**src/rtl/fifo_wr_bank_16.sv**
```systemverilog
// Write-side storage bank for the 16-deep FIFOs: entry array, wrap-tagged pointers, flags.
// Optional sticky overflow/underflow flag o_err when FIFO_WR_BANK_ERR_EN is defined.
module fifo_wr_bank_16 #(
   parameter int bw   = 4,
   parameter int simd = 8
) (
   input  logic                     clk,
   input  logic                     reset,
   input  logic [simd*bw-1:0]       in,
   input  logic                     wr,
   input  logic                     rd,
   output logic [16*simd*bw-1:0]    q_all,
   output logic [3:0]               rd_sel,
   output logic                     o_full,
   output logic                     o_empty,
   output logic [4:0]               count
`ifdef FIFO_WR_BANK_ERR_EN
   ,
   output logic                     o_err
`endif
);

   localparam int W = simd * bw;

   logic [W-1:0] mem [16];
   logic [4:0]   wr_ptr;
   logic [4:0]   rd_ptr;
   logic         push;
   logic         pop;

   // Bit 4 is the wrap tag: equal index with differing tags means full.
   assign o_empty = (wr_ptr == rd_ptr);
   assign o_full  = (wr_ptr[3:0] == rd_ptr[3:0]) & (wr_ptr[4] != rd_ptr[4]);
   assign count   = wr_ptr - rd_ptr;
   assign rd_sel  = rd_ptr[3:0];

   assign push = wr & ~o_full;
   assign pop  = rd & ~o_empty;

   always_ff @(posedge clk or posedge reset) begin
      if (reset) begin
         wr_ptr <= '0;
         rd_ptr <= '0;
         for (int k = 0; k < 16; k++) begin
            mem[k] <= '0;
         end
      end else begin
         if (push) begin
            mem[wr_ptr[3:0]] <= in;
            wr_ptr           <= wr_ptr + 5'd1;
         end
         if (pop) begin
            rd_ptr <= rd_ptr + 5'd1;
         end
      end
   end

   for (genvar g = 0; g < 16; g++) begin : g_flat
      assign q_all[g*W +: W] = mem[g];
   end

`ifdef FIFO_WR_BANK_ERR_EN
   always_ff @(posedge clk or posedge reset) begin
      if (reset) begin
         o_err <= 1'b0;
      end else if ((wr & o_full) | (rd & o_empty)) begin
         o_err <= 1'b1;
      end
   end
`endif

endmodule

```
**config.mk**
```make
export PLATFORM = sky130hd
export DESIGN_NAME = fifo_wr_bank_16
export DESIGN_NICKNAME = d
export VERILOG_FILES = /design/src/rtl/fifo_wr_bank_16.sv
export SDC_FILE = /design/constraint.sdc
export NUM_CORES = 1
export LEC_CHECK = 0
export CORE_AREA = 3 3 214 216
export DETAILED_ROUTE_END_ITERATION = 16
export DIE_AREA = 0 0 217 219
export DONT_BUFFER_PORTS = 1
export GPL_TIMING_DRIVEN = 0
export HOLD_SLACK_MARGIN = 0.06
export MAX_ROUTING_LAYER = met4
export PLACE_DENSITY = 0.58
export SLEW_MARGIN = 20
export SYNTH_ARGS = -nofsm -noshare
export SYNTH_HDL_FRONTEND = slang
export SYNTH_SLANG_ARGS = --single-unit
```
**constraint.sdc**
```tcl
create_clock -name clk -period 35.7 [get_ports clk]
set_input_delay 3.57 -clock clk [delete_from_list [all_inputs] [get_ports clk]]
set_output_delay 3.57 -clock clk [all_outputs]
set_load 0.02 [all_outputs]
```
==> Word-level counts from Yosys, hierarchy flattened <==
Index checks and enable logic that the tools add are counted.
{ "word_totals": {"ff_bits": 522, "output_inout_bits": 523, "elab_cells": 36} }
{ "classes": {"addsub": 3, "order_cmp": 2, "eq_ne": 3, "mux": 3, "bitwise": 6, "n_reduce_logical": 1} }
{ "op_table": {"columns": ["operator", "n"], "rows": [
  ["512-bit bitwise mux", 1],
  ["32-bit demux with 4-bit select", 1],
  ["32-bit two-way mux", 1],
  ["5-bit by 1-bit adder with 5-bit output, second input constant", 2],
  ["5-bit equality test", 1],
  ["5-bit greater-or-equal comparator, second input constant", 1],
  ["5-bit by 1-bit < comparator with 1-bit output, second input constant", 1],
  ["4-bit NOT with 5-bit output", 1],
  ["5-bit subtractor", 1],
  ["4-bit equality test", 1],
  ["1-bit bitwise AND", 3],
  ["1-bit NOT", 2],
  ["1-bit logical AND", 1],
  ["1-bit inequality test", 1]
]} }

==> Longest topological paths before layout <==
Gate-level depths: netlist of the first run.
{ "logic_depth": {"depth_word": 6, "mapped_depth": 8, "mapped_depth_nobuf": 7} }

==> Worst setup path after synthesis of the first run <==
Ideal clock, no wire load.
{ "synth_timing": {"path_kind": "register to output", "from": "reg wr_ptr[0]", "to": "out count[4]", "arrival_time_ns": 1.652, "path_slack_ns": 30.478, "path_stages_with_launch": 8, "cell_sequence": "dfrtp_1 -> inv_1 -> ha_1 -> fa_1 -> inv_1 -> a21o_1 -> a21oi_1 -> xor2_1"} }
{ "synth_via": {"elab_chain_cells": 1} }
{ "synth_lines": {"columns": ["element", "line", "text"], "rows": [
  ["start: declaration", "26", "logic [4:0] wr_ptr;"],
  ["start signal: assignment", "50", "wr_ptr <= wr_ptr + 5'd1;"],
  ["5-bit subtractor", "34", "assign count = wr_ptr - rd_ptr;"],
  ["end: declaration", "16", "output logic [4:0] count"]
]} }
Every way passes these cells.

==> Worst setup path after layout of the first run <==
Ends and elaborated chain as after synthesis.

==> results of run 1 <==
[cell type report]
class	instances	area (µm²)
clock buffers	79	1619
flip-flops and latches	522	13060
multi-input cells	578	6309
fillers	3750	21440
plain buffers	85	514.2
inverters	11	51.30
repair buffers	5	137.6
well taps	592	740.7
clock inverters	21	246.5
[worst max-delay path, cell delays in order (launching register included)]
cell and delay [ns]:
sky130_fd_sc_hd__dfrtp_1 0.43, sky130_fd_sc_hd__inv_1 0.12, sky130_fd_sc_hd__ha_1 0.22, sky130_fd_sc_hd__fa_1 0.40
sky130_fd_sc_hd__inv_1 0.07, sky130_fd_sc_hd__a21o_1 0.11, sky130_fd_sc_hd__a21oi_1 0.07, sky130_fd_sc_hd__xor2_1 0.53
[registers in the layout, indices dropped and copies added, names as in the netlist]
register / cells
rd_ptr: 5
wr_ptr: 5
q_all: 512
[stage by stage]
stage | instances | utilization | hold WS [ns] | setup WS (ns)
2_1_floorplan | 1196 | - | 0.4928 | 17.55
3_3_place_gp | 1788 | 0.4684 | 0.5066 | 12.03
3_5_place_dp | 1793 | 0.4717 | 0.5105 | 30.25
4_1_cts | 1893 | 0.5140 | 0.5244 | 29.59
5_1_grt | 1893 | 0.5140 | 0.5511 | 29.44
6_report | 1893 | 0.5140 | 0.5237 | 29.58
[cell usage after synthesis (2+ instances only)]
cell type,number,area share
sky130_fd_sc_hd__nor2_1,5,0.00094
sky130_fd_sc_hd__a21oi_1,3,0.00075
sky130_fd_sc_hd__mux2_2,478,0.27
sky130_fd_sc_hd__buf_4,52,0.020
sky130_fd_sc_hd__nand4_1,10,0.0031
sky130_fd_sc_hd__xnor2_1,6,0.0026
sky130_fd_sc_hd__mux2_1,36,0.020
sky130_fd_sc_hd__nand2_1,10,0.0019
sky130_fd_sc_hd__xor2_1,5,0.0022
sky130_fd_sc_hd__nor2b_1,2,0.00063
sky130_fd_sc_hd__dfrtp_1,522,0.66
sky130_fd_sc_hd__a21o_1,2,0.00075
sky130_fd_sc_hd__nor3_4,4,0.0033
sky130_fd_sc_hd__ha_1,9,0.0057
sky130_fd_sc_hd__clkbuf_1,33,0.0062
sky130_fd_sc_hd__inv_1,10,0.0019
[power by group through the flow]
stage	logic, µW	clock network [µW]	registers (µW)
2_1_floorplan	387	0	1370
3_3_place_gp	438	0	1510
3_5_place_dp	458	0	1510
4_1_cts	460	596	1510
5_1_grt	500	618	1530
6_report	453	582	1500
[logic make-up after synthesis]
kind of cell | synth area share
buffers and inverters | 0.02800
and+or+nand+nor | 0.01205
DFF | 0.6554
xor gates and xnor gates | 0.005651
AOI/OAI and AO/OA | 0.001757
adders and majority gates | 0.006655
muxes | 0.2904
[routing by layer]
layer / vias up / track usage / share of wire
met2: 409 / 0.3710 / 0.49
met5: - / - / 0
met3: 74 / 0.1090 / 0.12
met1: 5517 / 0.2641 / 0.37
met4: 0 / 0.06045 / 0.023
li1: 4331 / - / -
[cell usage in the layout, fill, tap and decap left out, types with 2 or more instances in the layout]
| master | Yosys | final |
|---|---|---|
| sky130_fd_sc_hd__a21oi_1 | 3 | 3 |
| sky130_fd_sc_hd__a21o_1 | 2 | 2 |
| sky130_fd_sc_hd__nand4_1 | 10 | 10 |
| sky130_fd_sc_hd__clkbuf_1 | 33 | 44 |
| sky130_fd_sc_hd__nor2b_1 | 2 | 2 |
| sky130_fd_sc_hd__buf_16 | 0 | 5 |
| sky130_fd_sc_hd__xnor2_1 | 6 | 6 |
| sky130_fd_sc_hd__clkinv_2 | 0 | 12 |
| sky130_fd_sc_hd__mux2_1 | 36 | 36 |
| sky130_fd_sc_hd__clkbuf_8 | 0 | 11 |
| sky130_fd_sc_hd__buf_4 | 52 | 52 |
| sky130_fd_sc_hd__nor3_4 | 4 | 4 |
| sky130_fd_sc_hd__mux2_2 | 478 | 478 |
| sky130_fd_sc_hd__bufinv_16 | 0 | 5 |
| sky130_fd_sc_hd__clkbuf_16 | 0 | 57 |
| sky130_fd_sc_hd__nor2_1 | 5 | 5 |
| sky130_fd_sc_hd__inv_8 | 0 | 2 |
| sky130_fd_sc_hd__clkinv_4 | 0 | 2 |
| sky130_fd_sc_hd__ha_1 | 9 | 9 |
| sky130_fd_sc_hd__dfrtp_1 | 522 | 522 |
| sky130_fd_sc_hd__xor2_1 | 5 | 5 |
| sky130_fd_sc_hd__inv_1 | 10 | 9 |
| sky130_fd_sc_hd__nand2_1 | 10 | 10 |
[path summary, 6_finish.rpt]
path | start | end | cells after the start
min in group asynchronous | reset | q_all[9]$_DFFE_PP0P_ | 1
worst max register to register | rd_ptr[1]$_DFFE_PP0P_ | q_all[294]$_DFFE_PP0P_ | 8
worst max-delay path | wr_ptr[0]$_DFFE_PP0P_ | count[4] | 7
worst min-delay path | wr_ptr[4]$_DFFE_PP0P_ | wr_ptr[4]$_DFFE_PP0P_ | 1
worst min register to register | wr_ptr[4]$_DFFE_PP0P_ | wr_ptr[4]$_DFFE_PP0P_ | 1
max in group asynchronous | reset | q_all[121]$_DFFE_PP0P_ | 4
==> results_tabular.tex, run 1 <==
\begin{tabular}{lr}
\hline
Metric & Value \\
\hline
\multicolumn{2}{l}{\textbf{Run status}} \\
Run status & finished clean \\
\multicolumn{2}{l}{\textbf{Die}} \\
Initial standard-cell utilization of the core & 0.4517 \\
Die Height & 219 µm \\
Ports placed on the boundary & 559 \\
Placement row count & 77 \\
Placeable core area & 0.04412 mm² \\
Overall die width & 217 µm \\
Total die area & 0.04752 mm² \\
\multicolumn{2}{l}{\textbf{Final layout}} \\
N\_diodes & 0 \\
Final cell area excluding filler cells & 0.02268 mm² \\
Area grow syn2layout & 13.81\% \\
Layout cells sized above 1 & 0.4865 \\
Number of nets in the final layout & 1303 \\
\multicolumn{2}{l}{\textbf{STA}} \\
Fraction of the cycle the final worst path needs & 0.1715 \\
Slew Viols, Final & 0 \\
Final critical path time including I/O delays and setup & 6.122 ns \\
Final setup skew & 0.02234 ns \\
Final setup vio count & 0 \\
TNS Setup & 0 ns \\
Relative slew slack & 0.5606 \\
Highest clock frequency the design can meet & 163.4 MHz \\
Unrepaired setup endpoints after global routing & false \\
Total count of hold-check failures in the final report & 0 \\
Slew of the pin with the lowest slew margin & 0.6569 ns \\
\multicolumn{2}{l}{\textbf{Clocking}} \\
Post-cts gate resize count & 0 \\
Cell at the root of the clock tree & sky130\_fd\_sc\_hd\_\_clkbuf\_16 \\
Clock Sinks & 522 \\
Inserted Clock Buffers & 54 \\
Clock insertion delay at the later pin of the skew report & 0.59 ns \\
Post-CTS clock slew at the launch and capture registers of the worst setup and hold paths & 0.07 ns \\
CTS tree & built \\
H-tree level count & 2 \\
Maximum number of buffers from clock root to sink & 3 \\
Number of buffers inserted by post-CTS setup repair & 0 \\
Hold-fix buffers at CTS & 0 \\
\multicolumn{2}{l}{\textbf{Power}} \\
Power density cells & 111.7 mW/mm² \\
Switching power as a share of total power & 0.4102 \\
Internal Dissipation & 1494 µW \\
Switching power & 1039 µW \\
Clock Power Share & 0.230 \\
Sequential power share & 0.592 \\
Final Total Pwr & 2533 µW \\
Logic gate share of total power & 0.179 \\
Maximum vdd drop & 0.05551 mV \\
Leakage dissipation & 0.01035 µW \\
\multicolumn{2}{l}{\textbf{Yosys}} \\
Total nets after synthesis & 1242 \\
Post-synth EDFFs & 0 \\
Synth Area per Inst & 16.66 µm² \\
Fraction of synthesis flops using an asynchronous set or reset pin & 1.000 \\
Number of unique standard cell types used by synthesis & 25 \\
Register bit count reported by yosys & 522 \\
Fraction of the yosys area taken by sequential cells & 0.6554 \\
Warnings, synthesis & 0 \\
Cell count after synthesis & 1196 \\
Synth Flop Type & sky130\_fd\_sc\_hd\_\_dfrtp\_1 \\
Combined area of all synthesized cells & 0.01993 mm² \\
\multicolumn{2}{l}{\textbf{Detailed routing}} \\
Routed via count divided by cell count & 5.457 \\
Wire length per cell & 29.00 µm \\
DRC errors left & 0 \\
Post-route antenna net violation count & 0 \\
Initial DRC count & 488 \\
Routed via count & 10331 \\
First-pass iteration count of the detailed router & 4 \\
Routed Wire Length & 54.89 mm \\
\multicolumn{2}{l}{\textbf{Min path}} \\
Type of the most critical hold path & reg -> reg \\
\multicolumn{2}{l}{\textbf{Worst setup path}} \\
Launching element type of the critical path & register \\
CP Data Arrival Time & 2.55 ns \\
Worst reg2reg setup slack & 32.90 ns \\
Critical path data required time & 32.13 ns \\
Highest fanout seen on the critical path & 5 \\
CP Capture Type & primary output \\
Worst setup path category & reg -> out \\
\multicolumn{2}{l}{\textbf{GRT}} \\
Overflow left after global routing & 0 \\
Via count of the first global-routing pass & 10815 \\
Maximum number of pins on one net before global-route repair & 107 \\
First-pass GRT wire length & 78.67 mm \\
All-Layer GR Usage & 0.2316 \\
Antenna violations before repair & 0 \\
\multicolumn{2}{l}{\textbf{Placed design}} \\
Area after detailed placement & 0.02082 mm² \\
Sum of net half-perimeters after detailed placement & 40.09 mm \\
\# port buffers & 0 \\
Placer's final routability congestion estimate & 0.7931 \\
\multicolumn{2}{l}{\textbf{Flow run}} \\
Max-capacitance violation count & 0 \\
\hline
\end{tabular}
Note: power is estimated with default switching activity, not from simulation.
==> run 2: changes to the inputs <==
- CORE_AREA: 3 3 214 216 -> 3 3 217 219
- DIE_AREA: 0 0 217 219 -> 0 0 220 222
- PLACE_DENSITY: 0.58 -> 0.56
- clock period: 35.7 -> 6.1 ns (I/O delays scaled with it)
==> results_tabular.tex, run 2 (synthesized netlist as in run 1, its figures left out) <==
\begin{tabular}{lr}
\hline
Metric & Value \\
\hline
\multicolumn{2}{l}{\textbf{Run status}} \\
Run status & finished clean \\
\multicolumn{2}{l}{\textbf{Detailed routing}} \\
Routed via count & 10312 (-0.18\%) \\
Post-route antenna net violation count & 0 (unchanged) \\
First-pass iteration count of the detailed router & 4 (unchanged) \\
Initial DRC count & 416 (-15\%) \\
Wire length per cell & 29.33 µm (+1.1\%) \\
Routed Wire Length & 56.10 mm (+2.2\%) \\
Routed via count divided by cell count & 5.390 (-1.2\%) \\
DRC errors left & 0 (unchanged) \\
\multicolumn{2}{l}{\textbf{Worst setup path}} \\
CP Capture Type & primary output \\
Start of the worst register-to-register path & rd\_ptr[2]\$\_DFFE\_PP0P\_ \\
Worst reg2reg setup slack & 3.18 ns (-29.72 ns) \\
Worst setup path category & reg -> out \\
Critical path origin & wr\_ptr[0]\$\_DFFE\_PP0P\_ \\
Launching element type of the critical path & register \\
CP Data Arrival Time & 2.64 ns (+0.09 ns) \\
Highest fanout seen on the critical path & 5 (unchanged) \\
Critical path data required time & 5.49 ns (-26.64 ns) \\
\multicolumn{2}{l}{\textbf{Clocking}} \\
H-tree level count & 2 (unchanged) \\
Maximum number of buffers from clock root to sink & 3 (unchanged) \\
Cell at the root of the clock tree & sky130\_fd\_sc\_hd\_\_clkbuf\_16 \\
Post-CTS clock slew at the launch and capture registers of the worst setup and hold paths & 0.06 ns (about the same) \\
Number of buffers inserted by post-CTS setup repair & 0 (unchanged) \\
CTS tree & built \\
Inserted Clock Buffers & 54 (unchanged) \\
Clock insertion delay at the later pin of the skew report & 0.58 ns (about the same) \\
Clock Sinks & 522 (unchanged) \\
Hold-fix buffers at CTS & 1 (+1) \\
Post-cts gate resize count & 0 (unchanged) \\
\multicolumn{2}{l}{\textbf{Die}} \\
Ports placed on the boundary & 559 (unchanged) \\
Overall die width & 220 µm (+1.4\%) \\
Total die area & 0.04884 mm² (+2.8\%) \\
Die Height & 222 µm (+1.4\%) \\
Initial standard-cell utilization of the core & 0.4401 (-0.01156) \\
Placeable core area & 0.04528 mm² (+2.6\%) \\
Placement row count & 78 (+1.3\%) \\
\multicolumn{2}{l}{\textbf{Final layout}} \\
Most frequent cells in the layout & 522 x sky130\_fd\_sc\_hd\_\_dfrtp\_1, 478 x sky130\_fd\_sc\_hd\_\_mux2\_2, 57 x sky130\_fd\_sc\_hd\_\_clkbuf\_16 \\
Max reg flops & 512 (unchanged) \\
N\_diodes & 0 (unchanged) \\
Number of nets in the final layout & 1317 (+1.1\%) \\
Most common cell after layout, fill and taps aside & sky130\_fd\_sc\_hd\_\_dfrtp\_1 \\
Area grow syn2layout & 15.36\% \\
Combined area of the multi-input logic cells & 0.006309 mm² (unchanged) \\
Layout fillers & 3800 (+1.3\%) \\
Area taken by flip-flops and latches & 0.01306 mm² (unchanged) \\
Layout cells sized above 1 & 0.4905 (+0.003931) \\
Final cell area excluding filler cells & 0.02299 mm² (+1.4\%) \\
\multicolumn{2}{l}{\textbf{Placed design}} \\
Placer's final routability congestion estimate & 0.8001 (+0.88\%) \\
Sum of net half-perimeters after detailed placement & 42.13 mm (+5.1\%) \\
Area after detailed placement & 0.02107 mm² (+1.2\%) \\
\# port buffers & 0 (unchanged) \\
\multicolumn{2}{l}{\textbf{GRT}} \\
First-pass GRT wire length & 81.59 mm (+3.7\%) \\
All-Layer GR Usage & 0.2343 (+0.002690) \\
Antenna violations before repair & 0 (unchanged) \\
Via count of the first global-routing pass & 11209 (+3.6\%) \\
Maximum number of pins on one net before global-route repair & 35 (-67\%) \\
Overflow left after global routing & 0 (unchanged) \\
\multicolumn{2}{l}{\textbf{Power}} \\
Switching power as a share of total power & 0.4094 (-0.0008890) \\
Maximum vdd drop & 0.3604 mV (+550\%) \\
Switching power & 6143 µW (+490\%) \\
Clock Power Share & 0.233 (+0.003) \\
Power density cells & 652.7 mW/mm² (+480\%) \\
Internal Dissipation & 8864 µW (+490\%) \\
Logic gate share of total power & 0.182 (+0.003) \\
Sequential power share & 0.585 (-0.007) \\
Final Total Pwr & 15010 µW (+490\%) \\
Leakage dissipation & 0.01049 µW (+1.3\%) \\
\multicolumn{2}{l}{\textbf{STA}} \\
Relative slew slack & 0.4032 (-0.1574) \\
Slew of the pin with the lowest slew margin & 0.8889 ns (+0.2320 ns) \\
Highest clock frequency the design can meet & 307.6 MHz \\
Final setup skew & 0.01616 ns (-0.006180 ns) \\
TNS Setup & 0 ns (unchanged) \\
Final critical path time including I/O delays and setup & 3.250 ns \\
Fraction of the cycle the final worst path needs & 0.5329 \\
Total count of hold-check failures in the final report & 0 (unchanged) \\
Slew Viols, Final & 0 (unchanged) \\
Final setup vio count & 0 (unchanged) \\
Unrepaired setup endpoints after global routing & false \\
\multicolumn{2}{l}{\textbf{Flow run}} \\
Max-capacitance violation count & 0 (unchanged) \\
\multicolumn{2}{l}{\textbf{Min path}} \\
HP Start & in[5] \\
Type of the most critical hold path & in -> reg \\
\hline
\end{tabular}
-- run 2: cell types whose count changed in the layout (fill, tap and decap cells not counted), moves of 2 or more --
cell / before / now
sky130_fd_sc_hd__clkinv_2: 12 / 8
sky130_fd_sc_hd__bufinv_16: 5 / 7
sky130_fd_sc_hd__inv_8: 2 / 0
sky130_fd_sc_hd__clkbuf_8: 11 / 13
sky130_fd_sc_hd__buf_16: 5 / 3
sky130_fd_sc_hd__buf_12: 0 / 15
-- run 2: per-layer routing --
layer,up-vias,global-route usage,part of all wire
met1,5481,0.2558,0.36
li1,4350,-,-
met4,0,0.07125,0.028
met5,-,-,0
met3,84,0.1076,0.12
met2,397,0.3829,0.49
-- run 2: worst max-delay path, cell delays in order (launching register included) --
cell and delay, ns:
sky130_fd_sc_hd__dfrtp_1 0.43, sky130_fd_sc_hd__inv_1 0.12, sky130_fd_sc_hd__ha_1 0.22, sky130_fd_sc_hd__fa_1 0.41, sky130_fd_sc_hd__inv_1 0.08, sky130_fd_sc_hd__a21o_1 0.10
sky130_fd_sc_hd__a21oi_1 0.07, sky130_fd_sc_hd__xor2_1 0.63
-- run 2: layout make-up --
type	count	share of cell area
sequential	522	0.5682
multi-input combinational	578	0.2744
clock buffer	81	0.07162
tap	600	0.03265
buffer	85	0.02237
timing repair buffer	19	0.01709
clock inverter	17	0.01165
inverter	11	0.002068
-- run 2: power groups by stage --
stage / Combinational (µW) / Sequential (µW) / Clock (µW)
2_1_floorplan: 2270 / 8010 / 0
3_3_place_gp: 2630 / 8860 / 0
3_5_place_dp: 2760 / 8880 / 0
4_1_cts: 2770 / 8830 / 3590
5_1_grt: 3010 / 8970 / 3740
6_report: 2730 / 8780 / 3500
-- run 2: final timing paths --
| path | endpoint | cells past startpoint |
|---|---|---|
| min in group asynchronous | q_all[137]$_DFFE_PP0P_ | 2 |
| hold reg to reg | rd_ptr[4]$_DFFE_PP0P_ | 1 |
| setup reg to reg | q_all[304]$_DFFE_PP0P_ | 8 |
| max in group asynchronous | q_all[470]$_DFFE_PP0P_ | 7 |
| setup / recovery | count[4] | 7 |
| hold / removal | q_all[485]$_DFFE_PP0P_ | 1 |
-- run 2: through the flow --
stage	std cells	hold slack, ns	setup WS (ns)	util
floorplan	1196	0.4928	-1.602	-
global placement	1796	0.5087	-4.438	0.4568
detailed placement	1814	0.5110	3.143	0.4652
CTS	1913	0.1125	2.812	0.5077
global route	1913	0.1271	2.730	0.5077
finish	1913	0.1596	2.850	0.5077
==> run 3: changes to the inputs <==
- clock period: 6.1 -> 3.3 ns (I/O delays scaled with it)
==> results_tabular.tex, run 3 (synthesized netlist as in run 1, its figures left out) <==
\begin{tabular}{lr}
\hline
Metric & Value \\
\hline
\multicolumn{2}{l}{\textbf{Final layout}} \\
Max reg flops & 512 (unchanged) \\
Combined area of the multi-input logic cells & 0.006309 mm² (unchanged) \\
N\_diodes & 0 (unchanged) \\
Number of nets in the final layout & 1350 (+2.5\%) \\
Most frequent cells in the layout & 522 x sky130\_fd\_sc\_hd\_\_dfrtp\_1, 478 x sky130\_fd\_sc\_hd\_\_mux2\_2, 57 x sky130\_fd\_sc\_hd\_\_clkbuf\_16 \\
Layout fillers & 3779 (-0.55\%) \\
Area grow syn2layout & 17.02\% \\
Most common cell after layout, fill and taps aside & sky130\_fd\_sc\_hd\_\_dfrtp\_1 \\
Layout cells sized above 1 & 0.4785 (-0.01203) \\
Final Instance Count excl. Fillers & 1946 (+1.7\%) \\
Area taken by flip-flops and latches & 0.01306 mm² (unchanged) \\
\multicolumn{2}{l}{\textbf{Worst setup path}} \\
CP Capture Type & primary output \\
Most prevalent standard cell on the critical path & sky130\_fd\_sc\_hd\_\_inv\_1 \\
Highest fanout seen on the critical path & 5 (unchanged) \\
Worst reg2reg setup slack & 0.39 ns (-2.79 ns) \\
Critical path data required time & 2.97 ns (-2.52 ns) \\
CP Data Arrival Time & 2.62 ns (-0.02 ns) \\
Maximum cell stage delay along the critical path & 0.61 ns (-0.02 ns) \\
Launching element type of the critical path & register \\
Worst setup path category & reg -> out \\
Slowest stage cell on the critical path & sky130\_fd\_sc\_hd\_\_xor2\_1 \\
Critical path cell sequence & inv\_1, ha\_1, fa\_1, inv\_1, a21o\_1, a21oi\_1, xor2\_1 \\
\multicolumn{2}{l}{\textbf{STA}} \\
Slew Viols, Final & 0 (unchanged) \\
Slew of the pin with the lowest slew margin & 0.9034 ns (+0.01457 ns) \\
Highest clock frequency the design can meet & 339.1 MHz \\
Final setup skew & 0.01571 ns (-0.0004508 ns) \\
Final worst slack & 0.3511 ns (-2.498 ns) \\
Final setup vio count & 0 (unchanged) \\
Final critical path time including I/O delays and setup & 2.949 ns \\
Total count of hold-check failures in the final report & 0 (unchanged) \\
Unrepaired setup endpoints after global routing & false \\
Relative slew slack & 0.3934 (-0.009781) \\
Fraction of the cycle the final worst path needs & 0.8936 \\
\multicolumn{2}{l}{\textbf{Clocking}} \\
Post-CTS clock slew at the launch and capture registers of the worst setup and hold paths & 0.06 ns (about the same) \\
Clock insertion delay at the later pin of the skew report & 0.58 ns (about the same) \\
Cell at the root of the clock tree & sky130\_fd\_sc\_hd\_\_clkbuf\_16 \\
Clock Sinks & 522 (unchanged) \\
Number of buffers inserted by post-CTS setup repair & 0 (unchanged) \\
Inserted Clock Buffers & 54 (unchanged) \\
CTS tree & built \\
Maximum number of buffers from clock root to sink & 3 (unchanged) \\
H-tree level count & 2 (unchanged) \\
\multicolumn{2}{l}{\textbf{Placed design}} \\
Placer's final routability congestion estimate & 0.8001 (unchanged) \\
Pre-CTS worst setup slack & 0.3431 ns (-2.800 ns) \\
\# port buffers & 0 (unchanged) \\
Cells after DPL & 1814 (unchanged) \\
Sum of net half-perimeters after detailed placement & 42.13 mm (unchanged) \\
\multicolumn{2}{l}{\textbf{GRT}} \\
All-Layer GR Usage & 0.2404 (+0.006089) \\
Overflow left after global routing & 0 (unchanged) \\
Antenna violations before repair & 0 (unchanged) \\
First-pass GRT wire length & 83.42 mm (+2.3\%) \\
Via count of the first global-routing pass & 11356 (+1.3\%) \\
Maximum number of pins on one net before global-route repair & 35 (unchanged) \\
\multicolumn{2}{l}{\textbf{Detailed routing}} \\
Post-route antenna net violation count & 0 (unchanged) \\
DRC errors left & 0 (unchanged) \\
First-pass iteration count of the detailed router & 4 (unchanged) \\
Routed Wire Length & 57.54 mm (+2.6\%) \\
Routed via count divided by cell count & 5.402 (+0.22\%) \\
Initial DRC count & 433 (+4.1\%) \\
Routed via count & 10513 (+1.9\%) \\
Wire length per cell & 29.57 µm (+0.83\%) \\
\multicolumn{2}{l}{\textbf{Die}} \\
Die Height & 222 µm (unchanged) \\
Placeable core area & 0.04528 mm² (unchanged) \\
Initial standard-cell utilization of the core & 0.4401 (unchanged) \\
Total die area & 0.04884 mm² (unchanged) \\
Placement row count & 78 (unchanged) \\
Ports placed on the boundary & 559 (unchanged) \\
Overall die width & 220 µm (unchanged) \\
\multicolumn{2}{l}{\textbf{Flow run}} \\
Max-capacitance violation count & 0 (unchanged) \\
\multicolumn{2}{l}{\textbf{Power}} \\
Power density cells & 1193 mW/mm² (+83\%) \\
Logic gate share of total power & 0.184 (+0.002) \\
Switching power & 11420 µW (+86\%) \\
Final Total Pwr & 27830 µW (+85\%) \\
Sequential power share & 0.584 (about the same) \\
Internal Dissipation & 16410 µW (+85\%) \\
Clock Power Share & 0.232 (about the same) \\
Maximum vdd drop & 0.6670 mV (+85\%) \\
Switching power as a share of total power & 0.4103 (+0.0009014) \\
Leakage dissipation & 0.01063 µW (+1.3\%) \\
\multicolumn{2}{l}{\textbf{Run status}} \\
Run status & finished clean \\
\multicolumn{2}{l}{\textbf{Min path}} \\
Type of the most critical hold path & in -> reg \\
\hline
\end{tabular}
==> run 3: changes by cell type in the layout (fill, tap and decap cells not counted) <==
cell,before,now
sky130_fd_sc_hd__dlygate4sd3_1,1,34
==> run 3: final cells by class <==
type | count | area share
flip-flops and latches | 522 | 0.5601
inverters | 11 | 0.002039
plain buffers | 85 | 0.02205
well taps | 600 | 0.03219
multi-input cells | 578 | 0.2705
repair buffers | 52 | 0.03101
clock inverters | 17 | 0.01148
clock buffers | 81 | 0.07060
==> run 3: power by group through the flow <==
stage,Combinational [µW],Sequential [µW],Clock (µW)
after CTS,5190,16300,6630
after floorplan,4190,14800,0
after detailed placement,5100,16400,0
after global placement,4860,16400,0
after global routing,5630,16600,6910
final,5110,16300,6470
==> run 3: metal layers <==
metal,track usage,part of all wire
met5,-,0
met2,0.3918,0.49
met3,0.1062,0.11
met4,0.07291,0.029
met1,0.2663,0.37
==> run 3: critical path: cells and delay by family, from the launching register on <==
kind | cells | cell delay [ns]
XOR/XNOR | 1 | 0.61
buffers and inverters | 2 | 0.20
flip-flops | 1 | 0.43
adder cells (fa/ha/maj) | 2 | 0.63
AO/OA/AOI/OAI | 2 | 0.17
==> run 3: timing repair <==
| item | in CTS | in global routing |
|---|---|---|
| hold buffers | 34 | 0 |
| endpoints found under the setup margin | 0 | 0 |
| endpoints found under the hold margin | 217 | 0 |
| gates resized for setup | 0 | 0 |
==> run 3: final timing paths <==
check / from / to / cells after the start
worst min register to register: rd_ptr[4]$_DFFE_PP0P_ / rd_ptr[4]$_DFFE_PP0P_ / 1
worst max register to register: rd_ptr[2]$_DFFE_PP0P_ / q_all[295]$_DFFE_PP0P_ / 8
worst max-delay path: wr_ptr[0]$_DFFE_PP0P_ / count[4] / 7
max in group asynchronous: reset / q_all[343]$_DFFE_PP0P_ / 7
min in group asynchronous: reset / q_all[137]$_DFFE_PP0P_ / 2
worst min-delay path: wr / q_all[413]$_DFFE_PP0P_ / 3
==> run 3: metrics by stage <==
| step | cell area [µm²] | util | hold slack [ns] | setup TNS [ns] |
|---|---|---|---|---|
| 2_1_floorplan | 19930 | - | 0.4647 | -2151.79 |
| 3_3_place_gp | 20680 | 0.4568 | 0.4659 | -3603.84 |
| 3_5_place_dp | 21070 | 0.4652 | 0.3293 | 0 |
| 4_1_cts | 23320 | 0.5150 | 0.1131 | 0 |
| 5_1_grt | 23320 | 0.5150 | 0.1526 | 0 |
| 6_report | 23320 | 0.5150 | 0.1604 | 0 |
